`src/rtl/radar_ctrl_pkg.sv`:
```
// Shared definitions for the radar burst controller: state encoding,
// CTRL word bit positions and settings register offsets.
package radar_ctrl_pkg;

    typedef enum logic [2:0] {
        ST_IDLE,
        ST_PRI_WAIT,
        ST_CHIRP,
        ST_COLLECT,
        ST_HOLDOFF
    } state_t;

    localparam int CTRL_ENABLE_BIT  = 0;
    localparam int CTRL_MODE_BIT    = 1;
    localparam int CTRL_CLR_OVR_BIT = 2;
    localparam int CTRL_MASK_LSB    = 8;

    localparam int OFS_PRP     = 0;
    localparam int OFS_SAMPLES = 1;
    localparam int OFS_PULSES  = 2;
    localparam int OFS_CTRL    = 3;

    function automatic logic [7:0] reg_addr(input int base, input int ofs);
        return 8'(base + ofs);
    endfunction

endpackage

```
`src/rtl/setting_reg.sv`:
```
// Single addressable settings register written over the settings bus.
module setting_reg #(
    parameter logic [7:0]       ADDR     = 8'd0,
    parameter int               WIDTH    = 32,
    parameter logic [WIDTH-1:0] AT_RESET = '0
) (
    input  logic             clk,
    input  logic             reset,
    input  logic             strobe,
    input  logic [7:0]       addr,
    input  logic [31:0]      data,
    output logic [WIDTH-1:0] value
);

    // NOTE: sequential state uses non-blocking assignments so every register samples pre-edge values.
    always_ff @(posedge clk) begin
        if (reset)
            value <= AT_RESET;
        else if (strobe && addr == ADDR)
            value <= data[WIDTH-1:0];
    end

endmodule

```
`src/rtl/radar_burst_controller.sv`:
```
// Radar burst sequencer: paces chirps by the pulse repetition period, gates
// ADC capture per pulse and repeats for the configured number of pulses.
module radar_burst_controller
    import radar_ctrl_pkg::*;
#(
    parameter int          NUM_CH       = 2,
    parameter logic [31:0] PRP_INIT     = 32'd200000,
    parameter logic [31:0] SAMPLES_INIT = 32'd511,
    parameter logic [15:0] PULSES_INIT  = 16'd1,
    parameter int          SR_BASE      = 0
) (
    input  logic              clk,
    input  logic              reset,
    input  logic              set_stb,
    input  logic [7:0]        set_addr,
    input  logic [31:0]       set_data,
    input  logic              trig,
    input  logic              abort,
    input  logic              awg_ready,
    input  logic              awg_active,
    input  logic              awg_done,
    input  logic              awg_data_valid,
    output logic              awg_init,
    output logic              awg_enable,
    output logic [NUM_CH-1:0] adc_enable,
    output logic              adc_run,
    output logic              adc_last,
    output logic [15:0]       pulse_idx,
    output logic              burst_done,
    output logic              busy,
    output logic              overrun
);

    localparam int CTRL_W = NUM_CH + CTRL_MASK_LSB;

    logic [31:0]       prp_cfg, samples_cfg;
    logic [15:0]       pulses_cfg;
    logic [CTRL_W-1:0] ctrl_cfg;

    setting_reg #(.ADDR(reg_addr(SR_BASE, OFS_PRP)), .WIDTH(32), .AT_RESET(PRP_INIT)) u_prp (
        .clk(clk), .reset(reset), .strobe(set_stb), .addr(set_addr), .data(set_data), .value(prp_cfg));
    setting_reg #(.ADDR(reg_addr(SR_BASE, OFS_SAMPLES)), .WIDTH(32), .AT_RESET(SAMPLES_INIT)) u_samples (
        .clk(clk), .reset(reset), .strobe(set_stb), .addr(set_addr), .data(set_data), .value(samples_cfg));
    setting_reg #(.ADDR(reg_addr(SR_BASE, OFS_PULSES)), .WIDTH(16), .AT_RESET(PULSES_INIT)) u_pulses (
        .clk(clk), .reset(reset), .strobe(set_stb), .addr(set_addr), .data(set_data), .value(pulses_cfg));
    setting_reg #(.ADDR(reg_addr(SR_BASE, OFS_CTRL)), .WIDTH(CTRL_W), .AT_RESET('0)) u_ctrl (
        .clk(clk), .reset(reset), .strobe(set_stb), .addr(set_addr), .data(set_data), .value(ctrl_cfg));

    state_t            state, next_state;
    logic [31:0]       pri_cnt, samp_cnt, prp_w, samples_w;
    logic [15:0]       pulses_w;
    logic [NUM_CH-1:0] mask_w;
    logic              hold_cnt, chirp_first, collect_q;
    logic              awg_enable_d, collect_d, last_d, done_d;
    logic [NUM_CH-1:0] adc_enable_d;

    wire enable      = ctrl_cfg[CTRL_ENABLE_BIT];
    wire mode        = ctrl_cfg[CTRL_MODE_BIT];
    wire clear_ovr   = set_stb && set_addr == reg_addr(SR_BASE, OFS_CTRL) && set_data[CTRL_CLR_OVR_BIT];
    wire arm         = enable && (!mode || trig);
    wire stop        = abort || !enable;
    wire more_pulses = ({1'b0, pulse_idx} + 17'd1) < {1'b0, pulses_w};
    wire hold_done   = state == ST_HOLDOFF && hold_cnt;
    wire in_pulse    = state inside {ST_CHIRP, ST_COLLECT, ST_HOLDOFF};
    wire next_pulse  = next_state inside {ST_CHIRP, ST_COLLECT, ST_HOLDOFF};

    always_ff @(posedge clk) begin
        if (reset) state <= ST_IDLE;
        else       state <= next_state;
    end

    // NOTE: next_state takes a default first so no path through the block infers a latch.
    always_comb begin
        next_state = state;
        if (state == ST_IDLE) begin
            if (arm) next_state = ST_PRI_WAIT;
        end else if (stop) begin
            next_state = ST_IDLE;
        end else begin
            case (state)
                ST_PRI_WAIT: if (pri_cnt == '0 && awg_ready) next_state = ST_CHIRP;
                ST_CHIRP:    if (awg_done) next_state = ST_COLLECT;
                ST_COLLECT:  if (samp_cnt == '0) next_state = ST_HOLDOFF;
                ST_HOLDOFF:  if (hold_cnt) next_state = more_pulses ? ST_PRI_WAIT : ST_IDLE;
                default:     next_state = ST_IDLE;
            endcase
        end
    end

    always_comb begin
        awg_init     = state == ST_CHIRP && chirp_first && !awg_active;
        busy         = state != ST_IDLE;
        adc_run      = !reset && (collect_q || awg_data_valid);
        awg_enable_d = state == ST_CHIRP;
        adc_enable_d = (state inside {ST_CHIRP, ST_COLLECT}) ? mask_w : '0;
        collect_d    = state == ST_COLLECT;
        last_d       = state == ST_COLLECT && samp_cnt == '0;
        done_d       = hold_done && !stop && !more_pulses;
    end

    always_ff @(posedge clk) begin
        if (reset) begin
            awg_enable <= 1'b0;
            adc_enable <= '0;
            collect_q  <= 1'b0;
            adc_last   <= 1'b0;
            burst_done <= 1'b0;
        end else begin
            awg_enable <= awg_enable_d;
            adc_enable <= adc_enable_d;
            collect_q  <= collect_d;
            adc_last   <= last_d;
            burst_done <= done_d;
        end
    end

    // Working copies are captured only when a burst starts, so settings writes never disturb a running burst.
    always_ff @(posedge clk) begin
        if (reset) begin
            pri_cnt     <= '0;
            samp_cnt    <= '0;
            hold_cnt    <= 1'b0;
            chirp_first <= 1'b0;
            pulse_idx   <= '0;
            overrun     <= 1'b0;
            prp_w       <= PRP_INIT;
            samples_w   <= SAMPLES_INIT;
            pulses_w    <= (PULSES_INIT == '0) ? 16'd1 : PULSES_INIT;
            mask_w      <= '0;
        end else begin
            if (state == ST_IDLE) begin
                if (next_state == ST_PRI_WAIT) begin
                    prp_w     <= prp_cfg;
                    samples_w <= samples_cfg;
                    pulses_w  <= (pulses_cfg == '0) ? 16'd1 : pulses_cfg;
                    mask_w    <= ctrl_cfg[CTRL_W-1:CTRL_MASK_LSB];
                    pri_cnt   <= '0;
                    pulse_idx <= '0;
                end
            end else if (state == ST_PRI_WAIT && next_state == ST_CHIRP) begin
                pri_cnt <= (prp_w == '0) ? '0 : prp_w - 32'd1;
            end else if (pri_cnt != '0) begin
                pri_cnt <= pri_cnt - 32'd1;
            end

            if (state == ST_CHIRP && next_state == ST_COLLECT)
                samp_cnt <= samples_w;
            else if (state == ST_COLLECT && samp_cnt != '0)
                samp_cnt <= samp_cnt - 32'd1;

            hold_cnt    <= state == ST_HOLDOFF && !hold_cnt;
            chirp_first <= state == ST_PRI_WAIT && next_state == ST_CHIRP;

            if (hold_done && next_state == ST_PRI_WAIT)
                pulse_idx <= pulse_idx + 16'd1;

            // Overrun: the period expires while a pulse is still in flight and another pulse is due.
            if (in_pulse && next_pulse && pri_cnt == 32'd1 && more_pulses)
                overrun <= 1'b1;
            else if (clear_ovr)
                overrun <= 1'b0;
        end
    end

endmodule
```
`config.mk`:
```
export PLATFORM = sky130hd
export DESIGN_NAME = radar_burst_controller
export DESIGN_NICKNAME = d
export VERILOG_FILES = /design/src/rtl/radar_ctrl_pkg.sv /design/src/rtl/setting_reg.sv /design/src/rtl/radar_burst_controller.sv
export SDC_FILE = /design/constraint.sdc
export NUM_CORES = 1
export LEC_CHECK = 0
export CORE_MARGIN = 4
export CORE_UTILIZATION = 51
export DETAILED_ROUTE_END_ITERATION = 7
export MAX_ROUTING_LAYER = met4
export PLACE_DENSITY = 0.7
export RECOVER_POWER = 25
export SETUP_SLACK_MARGIN = 0.2
export SLEW_MARGIN = 20
export SYNTH_ARGS = -nofsm -noshare
export SYNTH_HDL_FRONTEND = slang
export SYNTH_SLANG_ARGS = --single-unit
```
`constraint.sdc`:
```
create_clock -name clk -period 4.77 [get_ports clk]
set_input_delay 0.954 -clock clk [delete_from_list [all_inputs] [get_ports clk]]
set_output_delay 0.954 -clock clk [all_outputs]
set_load 0.005 [all_outputs]
```
=== Word level (Yosys, flattened, before mapping) ===
Index checks and enable logic that the tools add are counted.

* Output and inout bits: 25
* Word-level logic and storage cells: 115
* Flip-flop bits (word level): 264

* Reduce and logical (&&, ||, !) cells: 53
* $add $sub $neg: 5
* Equality and inequality tests: 13
* Magnitude comparators: 1
* Bitwise logic cells: 1
* Multiplexer cells: 22

{| class="wikitable"
|+ Operators with widths
! kind !! number
|-
| 2-to-1 mux 32 bit || 7
|-
| logical NOT 32 bit || 3
|-
| subtractor 32 x 1 -> 32 bit (second input constant) || 3
|-
| 2-to-1 mux 16 bit || 4
|-
| nonzero test 32 bit || 2
|-
| == test 32 x 1 -> 1 bit (second input constant) || 1
|-
| logical AND 1 bit || 22
|-
| 2-to-1 mux 3 bit || 7
|-
| adder 16 x 1 -> 17 bit (second input constant) || 1
|-
| less-than comparator 17 x 16 -> 1 bit || 1
|-
| adder 16 x 1 -> 16 bit (second input constant) || 1
|-
| == test 8 x 2 -> 1 bit (second input constant) || 2
|-
| logical NOT 16 bit || 1
|-
| == test 3 x 2 -> 1 bit (second input constant) || 4
|-
| case mux 3 bit (4 select lines) || 1
|-
| nonzero test 3 bit || 4
|-
| nonzero test 2 bit || 5
|-
| == test 8 x 1 -> 1 bit (second input constant) || 1
|-
| logical NOT 8 bit || 1
|-
| logical NOT 1 bit || 7
|-
| == test 3 x 1 -> 1 bit (second input constant) || 2
|-
| == test 3 bit (second input constant) || 2
|-
| AND reduction 2 bit || 3
|-
| logical NOT 3 bit || 1
|-
| 5 further kinds || 9
|}

=== Logic depth before layout (Yosys ltp) ===
Gate-level depths: netlist (run 1).

* Depth after elaboration: 13
* Depth in mapped cells: 13

=== Cells and area by module ===
Synthesis (run 1) repeated with hierarchy kept, for this count alone.

* Cells, all modules: 1599
* Area total of the unflattened synthesis: 13490.4 um^2

{| class="wikitable"
|+ Modules (own cells, without submodules)
! module !! times used !! cells an instance !! area each (um^2)
|-
| radar_burst_controller || 1 || 1200 || 9409.0
|-
| setting_reg at u_prp || 1 || 141 || 1432.6
|-
| setting_reg at u_samples || 1 || 141 || 1420.1
|-
| setting_reg at u_pulses || 1 || 71 || 742.0
|-
| setting_reg at u_ctrl || 1 || 46 || 486.7
|}

=== Least setup slack after synthesis (run 1) ===
OpenSTA, ideal clock, no wires.

* Path kind: reg2reg
* Start: reg pulse_idx[0]
* End: reg pulse_idx[11]
* Cell stages (with the launch flop): 14
* Data required time: 4.700 ns
* Arrival time: 3.494 ns
* Path buffers: 1
* Setup time: 0.070 ns
* Path slack: 1.206 ns
* Cells stage by stage: dfxtp_1 > ha_1 > nand4_1 > or3_1 > and2_1 > or2_2 > ha_1 > a21o_1 > a221o_1 > nor4_1 > nand2_1 > clkbuf_1 > a21o_1 > a21oi_1

* Cells in the longest elaborated chain, start to end: 11
* Elaborated cells between the ends (all ways): 14
* Classes of those cells: 2 x add/sub; 1 x order compare; 1 x eq/ne; 6 x mux; 4 x reduce/logical

{| class="wikitable"
|+ Ends and longest elaborated chain
! what !! RTL line !! text
|-
| from (decl) || radar_burst_controller.sv:28 || <nowiki>output logic [15:0] pulse_idx,</nowiki>
|-
| from (signal assigned) || radar_burst_controller.sv:155 || <nowiki>pulse_idx <= pulse_idx + 16'd1;</nowiki>
|-
| adder 16 x 1 -> 17 bit || radar_burst_controller.sv:62 || <nowiki>wire more_pulses = ({1'b0, pulse_idx} + 17'd1) < {1'b0, pulses_w};</nowiki>
|-
| less-than comparator 17 x 16 -> 1 bit || radar_burst_controller.sv:62 ||
|-
| 2-to-1 mux 1 bit || radar_burst_controller.sv:84 || <nowiki>ST_HOLDOFF: if (hold_cnt) next_state = more_pulses ? ST_PRI_WAIT : ST_IDLE;</nowiki>
|-
| 2-to-1 mux 3 bit || radar_burst_controller.sv:84 ||
|-
| case mux 3 bit (4 select lines) || radar_burst_controller.sv:80 || <nowiki>case (state)</nowiki>
|-
| 2-to-1 mux 3 bit || radar_burst_controller.sv:77 || <nowiki>end else if (stop) begin</nowiki>
|-
| 2-to-1 mux 3 bit || radar_burst_controller.sv:75 || <nowiki>if (state == ST_IDLE) begin</nowiki>
|-
| == test 3 x 1 -> 1 bit || radar_burst_controller.sv:132, radar_burst_controller.sv:154 ||
|-
| logical AND 1 bit || radar_burst_controller.sv:154 || <nowiki>if (hold_done && next_state == ST_PRI_WAIT)</nowiki>
|-
| nonzero test 2 bit (no source line) || n/a ||
|-
| AND reduction 2 bit (no source line) || n/a ||
|}

Several ways; a longest one is shown, not always the timed one.
A chain may end at the register's enable or synchronous reset.

=== Worst setup path in the final report (run 1) ===
* Start: reg pulse_idx[0]
* End: reg pulse_idx[4]

Same word-level chain as after synthesis.

==> results of run 1 <==
## worst paths after layout
kind | to | slack (ns) | cells past startpoint
hold reg to reg | samples_w[29] | 0.45 | 2
setup / recovery | pulse_idx[4] | 0.78 | 11
hold / removal | samples_w[29] | 0.45 | 2
setup reg to reg | pulse_idx[4] | 0.78 | 11
## routing by layer
| metal | part of all wire | GRT usage | vias up |
|---|---|---|---|
| li1 | - | - | 5607 |
| met1 | 0.47 | 0.344 | 5234 |
| met2 | 0.45 | 0.386 | 323 |
| met3 | 0.058 | 0.0326 | 66 |
| met4 | 0.022 | 0.0604 | 0 |
| met5 | 0 | - | - |
## Yosys cell counts, types with 4 or more instances
cell      count
nand2b_1      9
o31ai_1       5
nand3b_1     34
o22ai_1      11
nor4b_1       4
a22oi_1       6
nand3_1      44
inv_1        33
xnor2_1      15
and4_1        5
nor2_1       82
a31oi_1      12
clkbuf_1     97
dfxtp_1     258
a21o_1        7
a22o_1       11
and2_1       10
nand4_1      14
nand2_1     350
o311ai_0     13
nor4_1       37
o41ai_1       4
ha_1         22
or4_1        16
nor3_1       53
or3_1        26
mux2i_1      18
o211ai_1     24
or2_2        16
o21ai_0      40
xor2_1       16
a211oi_1     13
a21oi_1     194
## sequential cells by signal, summed over array words and instances (netlist names), 2 cells and up
signal	count
samp_cnt	32
pulses_w	16
pulse_idx	16
pri_cnt	32
mask_w	2
u_pulses.value	16
u_prp.value	32
u_samples.value	32
samples_w	32
state	3
u_ctrl.value	4
adc_enable	2
prp_w	32
## power by group
| part | switching (W) | internal [W] |
|---|---|---|
| sequential | 0.000000889 | 0.00216 |
| combinational | 0.0000624 | 0.0000478 |
| clock | 0.000895 | 0.00144 |
## cells in the final DEF, fill, tap and decap left out, types with 7 or more instances in the layout
cell type / count
nand2_1: 350
or3_1: 26
or2_2: 15
xor2_1: 16
dfxtp_1: 258
or4_1: 16
nor2_1: 81
mux2i_1: 18
dlygate4sd3_1: 23
clkinv_2: 7
o311ai_0: 13
nand3_1: 43
buf_4: 19
a21oi_1: 194
o211ai_1: 24
a22o_1: 11
a211oi_1: 13
nor3_1: 52
clkbuf_16: 28
clkdlybuf4s50_1: 49
o21ai_0: 40
inv_1: 33
ha_1: 22
nand4_1: 14
a31oi_1: 12
xnor2_1: 15
and2_1: 8
nand3b_1: 34
a21o_1: 7
o22ai_1: 11
nand2b_1: 9
nor4_1: 35
## layout make-up
cell class / count / area (µm²)
timing repair buffer: 93 / 873
multi-input combinational: 1171 / 6530
sequential: 258 / 5160
tap: 319 / 399
clock inverter: 16 / 225
inverter: 33 / 124
clock buffer: 35 / 787
fill: 2157 / 9370
## cells by family after synthesis
family                   count (synthesis)  synth area share
AO/OA/AOI/OAI                          377             0.190
flip-flops                             258             0.424
multiplexers                            18            0.0148
AND/OR/NAND/NOR                        723             0.284
buffers and inverters                  136            0.0427
adder cells (fa/ha/maj)                 22            0.0226
XOR/XNOR                                31            0.0223
## critical path, stage by stage (launching register included)
cell	delay (ns)
dfxtp_1	0.42
ha_1	0.26
nand4_1	0.25
or3_1	0.48
and2_1	0.19
or2_2	0.29
ha_1	0.31
nand3_1	0.09
a211o_1	0.45
a21oi_1	0.83
nand2_1	0.14
a21oi_1	0.17
## per-stage QoR
step | instance area, µm² | utilization | instances
6_report | 14100 | 0.601 | 1925
5_1_grt | 14100 | 0.601 | 1925
4_1_cts | 14100 | 0.601 | 1925
3_5_place_dp | 13100 | 0.558 | 1874
3_3_place_gp | 13100 | 0.558 | 1874
2_1_floorplan | 12200 | - | 1565
==> summary.md, run 1 <==
| Metric | Value |
|---|---|
| Largest net degree at the start of global routing | `90` |
| Worst vdd ir | `0.251 mV` |
| Hold WC Path Type | `register to register` |
| Via Count | `11200` |
| Total CTS buffers | `28` |
| Pwr Total | `0.00460 W` |
| CP Launch Type | `register` |
| Peak Freq | `250 MHz` |
| Post-route antenna net violation count | `0` |
| Wire length per cell | `17.0 µm` |
| Slew margin rel. | `-0.288` |
| Starting Density | `0.519` |
| Die area | `26400 µm²` |
| Clock Skew | `0.0111 ns` |
| Longest Clk Path Bufs | `3` |
| Vias in the first global route | `10400` |
| Row Count | `56` |
| Ant. Diodes | `0` |
| Clock root buffer | `clkbuf_16` |
| Nets | `1656` |
| Vias/cell | `5.83` |
| DRC | `0` |
| Syn Inst Count | `1565` |
| PortBufs | `73` |
| First-pass iteration count of the detailed router | `5` |
| Final Hold Fails | `0` |
| Asr flop ratio synth | `0` |
| Hold Path Origin | `u_samples.value[29]` |
| Cell Pwr Density | `326 nW/µm²` |
| CTS tree | `done` |
| Iter 0 DRT Violations | `931` |
| Clock sink count | `258` |
| First-pass GRT wire length | `53200 µm` |
| Crit-path max FO | `14` |
| Hold-fix buffers, CTS | `0` |
| CP required | `5.21 ns` |
| Area growth, synth to finish | `15.8%` |
| HPWL after DPL | `22200 µm` |
| Die W | `163 µm` |
| Tcrit/Tclk final | `0.837` |
| Mapped Area | `12200 µm²` |
| GRT Total Usage | `0.248` |
| Worst Setup Slack, final | `0.777 ns` |
| Total gr overflow | `0` |
| Unrepaired setup endpoints after global routing | `false` |
| Initial antenna violation count | `0` |
| Seq/Total Area, Yosys | `0.424` |
| Synth top area cells | `dfxtp_1 (42%), nand2_1 (11%), a21oi_1 (8.0%)` |
| Area leader, netlist | `dfxtp_1` |
| Syn_nets | `1636` |
| CP Class | `register to register` |
| Minimum clock period | `3.99 ns` |
| Failing checks | `capacitance limit, slew limit` |
| Yosys reg bits | `258` |
| Layout cells sized above 1 | `0.0648` |
| Post-synth top area share | `0.424` |
| Number of setup buffers added after CTS | `0` |
| Status | `finished with violations` |
| Ys Warns | `0` |
| Worst-Margin Slew | `1.93 ns` |
| Post-cts repair resize count | `0` |
| Syn Area/Cell | `7.78 µm²` |
| Hold Slack | `0.451 ns` |
| TNS Setup | `0 ns` |
| Max_cap viols | `2` |
| Top FF cell, synth | `dfxtp_1` |
| CTS HTree Levels | `1` |
| WL final | `32700 µm` |
| CP Capture Type | `register` |
| Setup-failing EPs final | `0` |
| Skew-Pair Late Insertion Delay | `0.55 ns` |
| R2R Path Start | `pulse_idx[0]` |
| Ports | `74` |
| Clock-pin slew on the worst setup and hold paths | `0.06 ns` |
| Synth unique cells | `70` |
| CP Data Arrival Time | `4.43 ns` |
| Placer congestion estimate | `0.931` |
| Core area | `23500 µm²` |
| Die Ht | `163 µm` |
| Number of synthesized flops with an enable pin | `0` |
| Critical path launch point | `pulse_idx[0]` |
| Slew Viols, Final | `180` |
| Place WS | `0.816 ns` |
| P_leak | `5.26 nW` |
(Power assumes the default switching activity.)
==> run 2: changes to the inputs <==
PLACE_DENSITY = 0.73   (was 0.7)
clock period = 3.46 ns   (was 4.77 ns; I/O delays follow)
==> run 2 against run 1 <==
  * Largest cell class unchanged
  * Critical path type unchanged
  * The flow still finishes with violations (capacitance limit, slew limit)
  * First-iteration DRC count rose by 2.5%
  * Clock power up 24%
  * Largest power group is now sequential cells
  * Maximum frequency rose by 20%
  * Setup slack got worse by 0.65 ns
==> summary.md, run 2 (synthesized netlist as in run 1, its figures left out) <==
| Metric | Value |
|---|---|
| Status | `finished with violations` |
| Failing checks | `capacitance limit, slew limit` |
| Die Ht | `163 µm` |
| Most common cell after layout, fill and taps aside | `nand2_1` |
| Nets | `1698` |
| Vias/cell | `5.88` |
| Register area | `5170 µm²` |
| Worst path cell trace | `nand4_1 > buf_4 > nor4_4 > nand3_1 > xnor2_1 > ha_1 > and3_4 > a221o_1 > nor4_4 > buf_4 > a21oi_4 > buf_4 > nand2_1 > a21oi_1` |
| Via Count | `11600` |
| Worst-Margin Slew | `2.41 ns` |
| Area of the multi-input gates | `6670 µm²` |
| Tcrit/Tclk final | `0.963` |
| Post-route antenna net violation count | `0` |
| Setup-failing EPs final | `0` |
| Total gr overflow | `0` |
| CP required | `3.77 ns` |
| Longest Clk Path Bufs | `3` |
| Clock Skew | `0.0126 ns` |
| PortBufs | `73` |
| Fillers | `2094` |
| WL final | `33100 µm` |
| Core Util, Final | `0.616` |
| Crit-path max FO | `6` |
| Minimum clock period | `3.33 ns` |
| CP Capture Type | `register` |
| Final Hold Fails | `0` |
| Hold-fix buffers, CTS | `0` |
| Area growth, synth to finish | `18.7%` |
| Max_cap viols | `1` |
| Ports | `74` |
| Iter 0 DRT Violations | `954` |
| Final Instance Area | `14500 µm²` |
| Reg-to-Reg End | `pulse_idx[6]` |
| GRT Total Usage | `0.248` |
| CP Class | `register to register` |
| Largest net degree at the start of global routing | `223` |
| R2r worst-path depth | `14` |
| Wire length per cell | `16.8 µm` |
| DRC | `0` |
| First-pass GRT wire length | `53800 µm` |
| Unrepaired setup endpoints after global routing | `true` |
| Slew margin rel. | `-0.606` |
| Top cell by count, worst path | `buf_4` |
| P_leak | `5.43 nW` |
| Flop2flop setup slack | `0.13 ns` |
| Core area | `23500 µm²` |
| Peak Freq | `300 MHz` |
| Crit path depth | `14` |
| Cell Pwr Density | `415 nW/µm²` |
| CP Launch Type | `register` |
| Vias in the first global route | `10700` |
| Worst vdd ir | `0.412 mV` |
| Hold WC Path Type | `register to register` |
| Total CTS buffers | `27` |
| Row Count | `56` |
| Skew-Pair Late Insertion Delay | `0.55 ns` |
| Critical path launch point | `pulse_idx[8]` |
| Commonest non-fill, non-tap cells in the layout | `nand2_1 (349), dfxtp_1 (253), a21oi_1 (192)` |
| Crit path buf inv count | `3` |
| Layout cells sized above 1 | `0.0953` |
| Hold depth | `1` |
| CTS tree | `done` |
| Initial antenna violation count | `0` |
| HPWL after DPL | `22100 µm` |
| R2R Path Start | `pulse_idx[8]` |
| Slowest cell on the critical path | `dfxtp_2` |
| CP Data Arrival Time | `3.64 ns` |
| Clock root buffer | `clkbuf_16` |
| DP Area | `13400 µm²` |
| Worst Setup EP | `pulse_idx[6]` |
| Top Family by Delay on Critical Path | `simple AND/OR/NAND/NOR gates` |
| Die area | `26400 µm²` |
| Die W | `163 µm` |
| Hold Slack | `0.450 ns` |
| Placer congestion estimate | `0.935` |
| First-pass iteration count of the detailed router | `5` |
| Clock-pin slew on the worst setup and hold paths | `0.06 ns` |
| Clock sink count | `258` |
| Slew Viols, Final | `223` |
| Ant. Diodes | `0` |
| CTS HTree Levels | `1` |
| Starting Density | `0.519` |
| CP max stage delay | `0.36 ns` |
[run 2: stage by stage]
stage                     TNS [ns]  instances  total power, W  setup WS (ns)
after floorplan                  0       1565         0.00310          0.207
after global placement           0       1904         0.00319         0.0786
after detailed placement   -0.0415       1904         0.00319        -0.0380
after CTS                        0       1962         0.00604          0.217
after global routing      -0.00412       1967         0.00617       -0.00412
final                            0       1967         0.00600          0.128
[run 2: worst min path at each step]
stage,from,to
after floorplan,hold_cnt,hold_cnt
after global placement,hold_cnt,hold_cnt
after detailed placement,hold_cnt,hold_cnt
after CTS,reset,pri_cnt[2]
after global routing,u_samples.value[19],samples_w[19]
final,hold_cnt,hold_cnt
[run 2: cell type report]
class                      count  area share
tap                          319      0.0276
multi-input combinational   1171       0.461
clock buffer                  36      0.0511
sequential                   258       0.358
timing repair buffer         136      0.0841
inverter                      33     0.00857
clock inverter                14     0.00978
[run 2: what timing repair did]
item,CTS,global route
gates cloned,1,0
setup endpoints to repair,18,19
setup buffers,7,5
pin swaps,7,9
resized for setup,14,15
[run 2: power breakdown]
group | switching [W] | internal (W)
sequential | 0.00000121 | 0.00297
clock | 0.00122 | 0.00166
combinational | 0.0000851 | 0.0000671
[run 2: layer usage]
layer	vias to the layer above	track usage	part of all wire
li1	5680	-	-
met3	78	0.0337	0.067
met5	-	-	0
met2	393	0.397	0.46
met1	5416	0.336	0.45
met4	0	0.0596	0.025
